### config.mk
export PLATFORM = sky130hd
export DESIGN_NAME = reg_scoreboard
export DESIGN_NICKNAME = d
export VERILOG_FILES = /design/src/rtl/reg_scoreboard.sv
export SDC_FILE = /design/constraint.sdc
export NUM_CORES = 1
export LEC_CHECK = 0
export BUFFER_PORTS_ARGS = -buffer_cell sky130_fd_sc_hd__buf_2
export CORE_ASPECT_RATIO = 1.1
export CORE_MARGIN = 5
export CORE_UTILIZATION = 59
export DETAILED_ROUTE_END_ITERATION = 7
export PLACE_DENSITY = 0.78
export SLEW_MARGIN = 20
export SYNTH_ARGS = -nofsm -noshare
export SYNTH_HDL_FRONTEND = slang
export SYNTH_SLANG_ARGS = --single-unit
### constraint.sdc
create_clock -name clk -period 10 [get_ports clk]
set_input_delay 0.5 -clock clk [delete_from_list [all_inputs] [get_ports clk]]
set_output_delay 0.5 -clock clk [all_outputs]
set_load 0.05 [all_outputs]
### src/rtl/reg_scoreboard.sv
// Read-side hazard guard for the register file: per-register pending-write
// counters that stall decode on pending sources or a saturated destination.
module reg_scoreboard #(
  parameter int unsigned NREGS          = 32,
  parameter int unsigned CNT_W          = 2,
  parameter bit          ZERO_HARDWIRED = 1'b1,
  parameter bit          WB_BYPASS      = 1'b1,
  localparam int unsigned IDX_W         = $clog2(NREGS)
) (
  input  logic             clk,
  input  logic             rst_n,
  input  logic             id_valid,
  input  logic [IDX_W-1:0] id_src1,
  input  logic             id_src1_used,
  input  logic [IDX_W-1:0] id_src2,
  input  logic             id_src2_used,
  input  logic [IDX_W-1:0] id_dest,
  input  logic             id_wr_en,
  output logic             id_ready,
  input  logic             wb_en,
  input  logic [IDX_W-1:0] wb_dest,
  output logic             busy,
  output logic             sb_err,
  output logic [31:0]      stall_cycles
);

  logic [CNT_W-1:0] r_cnt     [NREGS];
  logic [CNT_W-1:0] w_cnt_nxt [NREGS];
  logic             r_busy;
  logic             r_sb_err;
  logic [31:0]      r_stall;

  logic [NREGS-1:0] w_tracked;
  logic [NREGS-1:0] w_wb_hit;
  logic [NREGS-1:0] w_pend;
  logic [NREGS-1:0] w_src_haz;
  logic             w_dest_full;
  logic             w_issue;
  logic             w_any_nxt;
  logic             w_wb_err;
  logic             w_inc;
  logic             w_dec;

  always_comb begin
    w_tracked = '0;
    w_wb_hit  = '0;
    w_pend    = '0;
    w_src_haz = '0;
    for (int unsigned r = 0; r < NREGS; r++) begin
      w_tracked[r] = !(ZERO_HARDWIRED && (r == 0));
      w_wb_hit[r]  = wb_en && (wb_dest == IDX_W'(r));
      w_pend[r]    = (r_cnt[r] != '0) && w_tracked[r];
      // Retiring the last pending write this cycle releases the reader now.
      w_src_haz[r] = w_pend[r] &&
                     !(WB_BYPASS && w_wb_hit[r] && (r_cnt[r] == CNT_W'(1)));
    end
  end

  always_comb begin
    w_dest_full = id_wr_en && w_tracked[id_dest] && (r_cnt[id_dest] == '1) &&
                  !w_wb_hit[id_dest];
    id_ready    = !((id_src1_used && w_src_haz[id_src1]) ||
                    (id_src2_used && w_src_haz[id_src2]) ||
                    w_dest_full);
    w_issue     = id_valid && id_ready && id_wr_en && w_tracked[id_dest];
    w_wb_err    = wb_en && w_tracked[wb_dest] && (r_cnt[wb_dest] == '0);
  end

  always_comb begin
    w_any_nxt = 1'b0;
    w_inc     = 1'b0;
    w_dec     = 1'b0;
    for (int unsigned r = 0; r < NREGS; r++) begin
      w_inc = w_issue && (id_dest == IDX_W'(r));
      w_dec = w_wb_hit[r] && w_pend[r];
      w_cnt_nxt[r] = r_cnt[r];
      if (w_inc && !w_dec)
        w_cnt_nxt[r] = r_cnt[r] + CNT_W'(1);
      else if (w_dec && !w_inc)
        w_cnt_nxt[r] = r_cnt[r] - CNT_W'(1);
      w_any_nxt = w_any_nxt || (w_cnt_nxt[r] != '0);
    end
  end

  always_ff @(posedge clk or negedge rst_n) begin
    if (!rst_n) begin
      for (int unsigned r = 0; r < NREGS; r++)
        r_cnt[r] <= '0;
      r_busy   <= 1'b0;
      r_sb_err <= 1'b0;
      r_stall  <= '0;
    end else begin
      for (int unsigned r = 0; r < NREGS; r++)
        r_cnt[r] <= w_cnt_nxt[r];
      r_busy <= w_any_nxt;
      if (w_wb_err)
        r_sb_err <= 1'b1;
      if (id_valid && !id_ready && (r_stall != '1))
        r_stall <= r_stall + 32'd1;
    end
  end

  assign busy         = r_busy;
  assign sb_err       = r_sb_err;
  assign stall_cycles = r_stall;

endmodule

==> flow_summary.rst <==
.. list-table::
   :header-rows: 1

   * - Metric
     - Value
   * - Proportion of layout cells with a drive suffix above 1
     - 12.8%
   * - Crit path DAT
     - between 6 and 7 ns
   * - Count of buffers added by post-CTS timing repair for setup
     - 0
   * - Worst clock skew on the final layout
     - roughly 0.013 ns
   * - Mean cell area of the mapped netlist
     - a little under 9 µm²
   * - CP top delay family
     - simple AND/OR/NAND/NOR gates
   * - FF+latch count, synth
     - 98
   * - Synth-to-layout area growth
     - 6.71%
   * - Crit. End Element
     - register
   * - Critical path required time
     - approximately 10 ns
   * - Fraction of the cycle the final worst path needs
     - 59.7%
   * - RSZ-0062 raised after global routing
     - no
   * - Fill count
     - 1373
   * - Overall fraction of global-route tracks in use
     - 35.5%
   * - CTS tree
     - built
   * - Remaining number of nets flagged by the antenna check after routing
     - 0
   * - Final critical-path required period
     - 5.97 ns
   * - Final hold violation count
     - 0
   * - Clock latency of the later-clocked register in the worst-skew pair
     - 0.36 ns
   * - Leading cell types in the layout, fill and taps excluded
     - 98 x dfrtp_1, 90 x inv_1, 77 x xnor2_1
   * - Num CTS Buffers
     - 9
   * - Minimum setup slack in the final design
     - 4.03 ns
   * - EDFF count, synth
     - 0
   * - Most frequent standard cell in the layout excluding fill and tap cells
     - dfrtp_1
   * - PostCTS Resize Cnt
     - 0
   * - Hold buffer count at cts
     - 0
   * - Detailed-route vias per instance
     - 7.11
   * - Final wirelength
     - 32800 µm
   * - Die area
     - about 0.019 mm²
   * - Total area of sequential cells
     - approximately 0.0025 mm²
   * - Final setup violating endpoints
     - 0
   * - Transition at the pin with the smallest max-transition slack
     - 1.07 ns
   * - Final estimated routing congestion in global placement
     - 1.03
   * - Std cell rows
     - 48
   * - Deepest clock path buffer count
     - 2
   * - Unique masters post-synth
     - 82
   * - Leak pwr
     - 3.99 nW
   * - Worst setup path startpoint
     - wb_dest[0]
   * - Post-Synthesis Net Count
     - 1170
   * - Aggregate global routing overflow
     - 0
   * - Share of flip-flops with an asynchronous set or reset after synthesis
     - 100%
   * - Max-Cap Viols
     - 0
   * - Multi-input combinational cell area
     - about 0.0063 mm²
   * - Synthesized area
     - ~0.0094 mm²
   * - Post-layout net count
     - 1183
   * - Kind of start point of the critical path
     - input pin
   * - Count of cells along the worst register-to-register path
     - 12
   * - Vias post-DR
     - 9228
   * - H-tree lvl count
     - 3
   * - Outcome
     - finished clean
   * - Wire length of the first global-routing pass
     - 50300 µm
   * - Power per Cell Area
     - 232 mW/mm²
   * - Number of antenna repair diodes
     - 0
   * - Number of port buffers
     - 61
   * - Number of buffers and inverters on the critical path
     - 2
   * - Final HPWL from detailed placement
     - about 24000 µm
   * - DRC
     - 0
   * - Peak clock frequency supported by timing
     - roughly 0.17 GHz
   * - Sinks on the clock net
     - 98
   * - Initial antenna violation count
     - 0
   * - Crit Path Max Fanout
     - 40
   * - Critical-path cell list
     - buf_2 > nor2b_1 > a31oi_1 > mux4_2 > nor4b_2 > nor4_4 > o211ai_4 > buf_4 > or4_1 > maj3_2 > a22o_1 > a211oi_1 > and4_1 > nand4_1
   * - Initial core utilization
     - between 50% and 60%
   * - Maximum number of pins on one net before global-route repair
     - 62
   * - Vias in the first global route
     - just under 9000
   * - Setup Slack @ Placement
     - between 4 and 5 ns
   * - Drt pass-1 iters
     - 6
   * - Slew HR
     - between 20% and 30%
   * - Register-to-Register Setup Slack
     - 5.03 ns
   * - Final number of max-transition violations
     - 0
   * - Horizontal die dimension
     - 130 µm
   * - Clock-pin slew of the registers on the worst-case setup and hold paths
     - 0.07 ns
   * - Warnings from Yosys
     - 0
   * - Average wire per cell in the routed design
     - 25.2 µm
   * - Worst Setup Path Type
     - input pin to register
   * - Core Area
     - 0.0157 mm²
   * - Largest incremental delay on the critical path
     - 0.93 ns
   * - Worst flop-to-flop path endpoint
     - busy$_DFF_PN0_
   * - Crit Reg-Reg Startpoint
     - r_cnt[60]$_DFF_PN0_
   * - Crit path to
     - busy$_DFF_PN0_
   * - Largest voltage drop on the vdd net
     - between 0.2 and 0.25 mV
   * - Critical Path Stages
     - 14
   * - Number of DRC markers after the initial detailed-route iteration
     - ~1200
   * - Die outline height
     - 142 µm
   * - Number of ports placed on the die boundary
     - 62
   * - Sequential cell area fraction in the yosys report
     - 26.1%
   * - Cell count after synthesis
     - 1080
   * - Leading register cell type out of synthesis
     - dfrtp_1
   * - Class of the tightest hold or removal check
     - input pin to async pin
   * - Buffer cell driving the clock tree root
     - clkbuf_16
   * - Total negative slack for setup checks
     - 0 ns
   * - Slowest cell on crit path
     - nor2b_1
## synth_stat cells, drive strengths merged, types with 6 or more instances
cell     count  area [µm²]
nor2        52         200
o21ai       27         135
o22ai        8        50.1
mux2        12         135
a21oi       27         135
a211oi      11        82.6
and3         7        43.8
or4         11        82.6
o211ai      12        95.1
nand4       22         138
inv         90         338
nor3b        6        45.0
xnor2       77         674
nor4b        9        91.3
mux4        13         293
buf         35         188
nor3        58         323
ha          63         788
or3         20         130
nor2b       12        75.1
a31oi       41         257
nor4        27         226
or2          7        43.8
dfrtp       98        2450
mux2i       17         170
xor2        20         175
o2111ai      7        61.3
maj3        31         312
clkbuf      33         124
a311oi      25         219
a22o         7        61.3
nand2       72         270
nand2b      10        62.6
nand3       27         135
## metal layers
layer / vias up / global-route usage (%) / wire [µm]
li1: 4033 / - / -
met2: 692 / 51.5 / 13700
met1: 4328 / 45.8 / 12500
met3: 175 / 11.1 / 4110
met4: 0 / 22.4 / 2410
met5: - / 0 / 0
## worst min path at each step
| stage | end | cells past startpoint |
|---|---|---|
| global placement | r_cnt[63]$_DFF_PN0_ | 0 |
| detailed placement | r_cnt[63]$_DFF_PN0_ | 0 |
| global route | stall_cycles[20]$_DFFE_PN0P_ | 1 |
| finish | stall_cycles[20]$_DFFE_PN0P_ | 1 |
| CTS | stall_cycles[21]$_DFFE_PN0P_ | 1 |
| floorplan | busy$_DFF_PN0_ | 0 |
## per-stage QoR
step                instances  utilization (%)  cell area [µm²]  hold WS [ns]  total power [W]
floorplan                1080                -             9380         0.204          0.00151
global placement         1282             61.9             9700         0.417          0.00187
detailed placement       1282             61.9             9700         0.411          0.00189
CTS                      1298             63.8            10000         0.128          0.00227
global route             1298             63.9            10000         0.155          0.00245
finish                   1298             63.9            10000         0.116          0.00233
## logic make-up (layout without fill, tap and decap cells)
family                     count (synthesis)  count (layout)  synth area share [%]
buffers and inverters                    158             176                  6.92
AOI/OAI and AO/OA                        218             218                  16.7
adders and majority gates                 94              94                  11.7
muxes                                     42              42                  6.37
xor gates and xnor gates                  97              97                  9.06
DFF                                       98              98                  26.1
and+or+nand+nor                          373             373                  23.1
## sequential cells by signal, indices dropped and copies added, names as in the netlist
name,count
busy,1
r_cnt,64
sb_err,1
stall_cycles,32
## layout make-up
cell class,count,area share [%]
clock buffer,11,2.42
clock inverter,5,0.612
inverter,90,3.37
multi-input combinational,824,62.8
sequential,98,24.5
tap,200,2.50
timing repair buffer,70,3.75
## where the power goes
part | total (W) | internal [W] | switching, W
Clock | 0.000365 | 0.000203 | 0.000162
Combinational | 0.00131 | 0.000510 | 0.000798
Sequential | 0.000653 | 0.000510 | 0.000143
(Power assumes the default switching activity.)
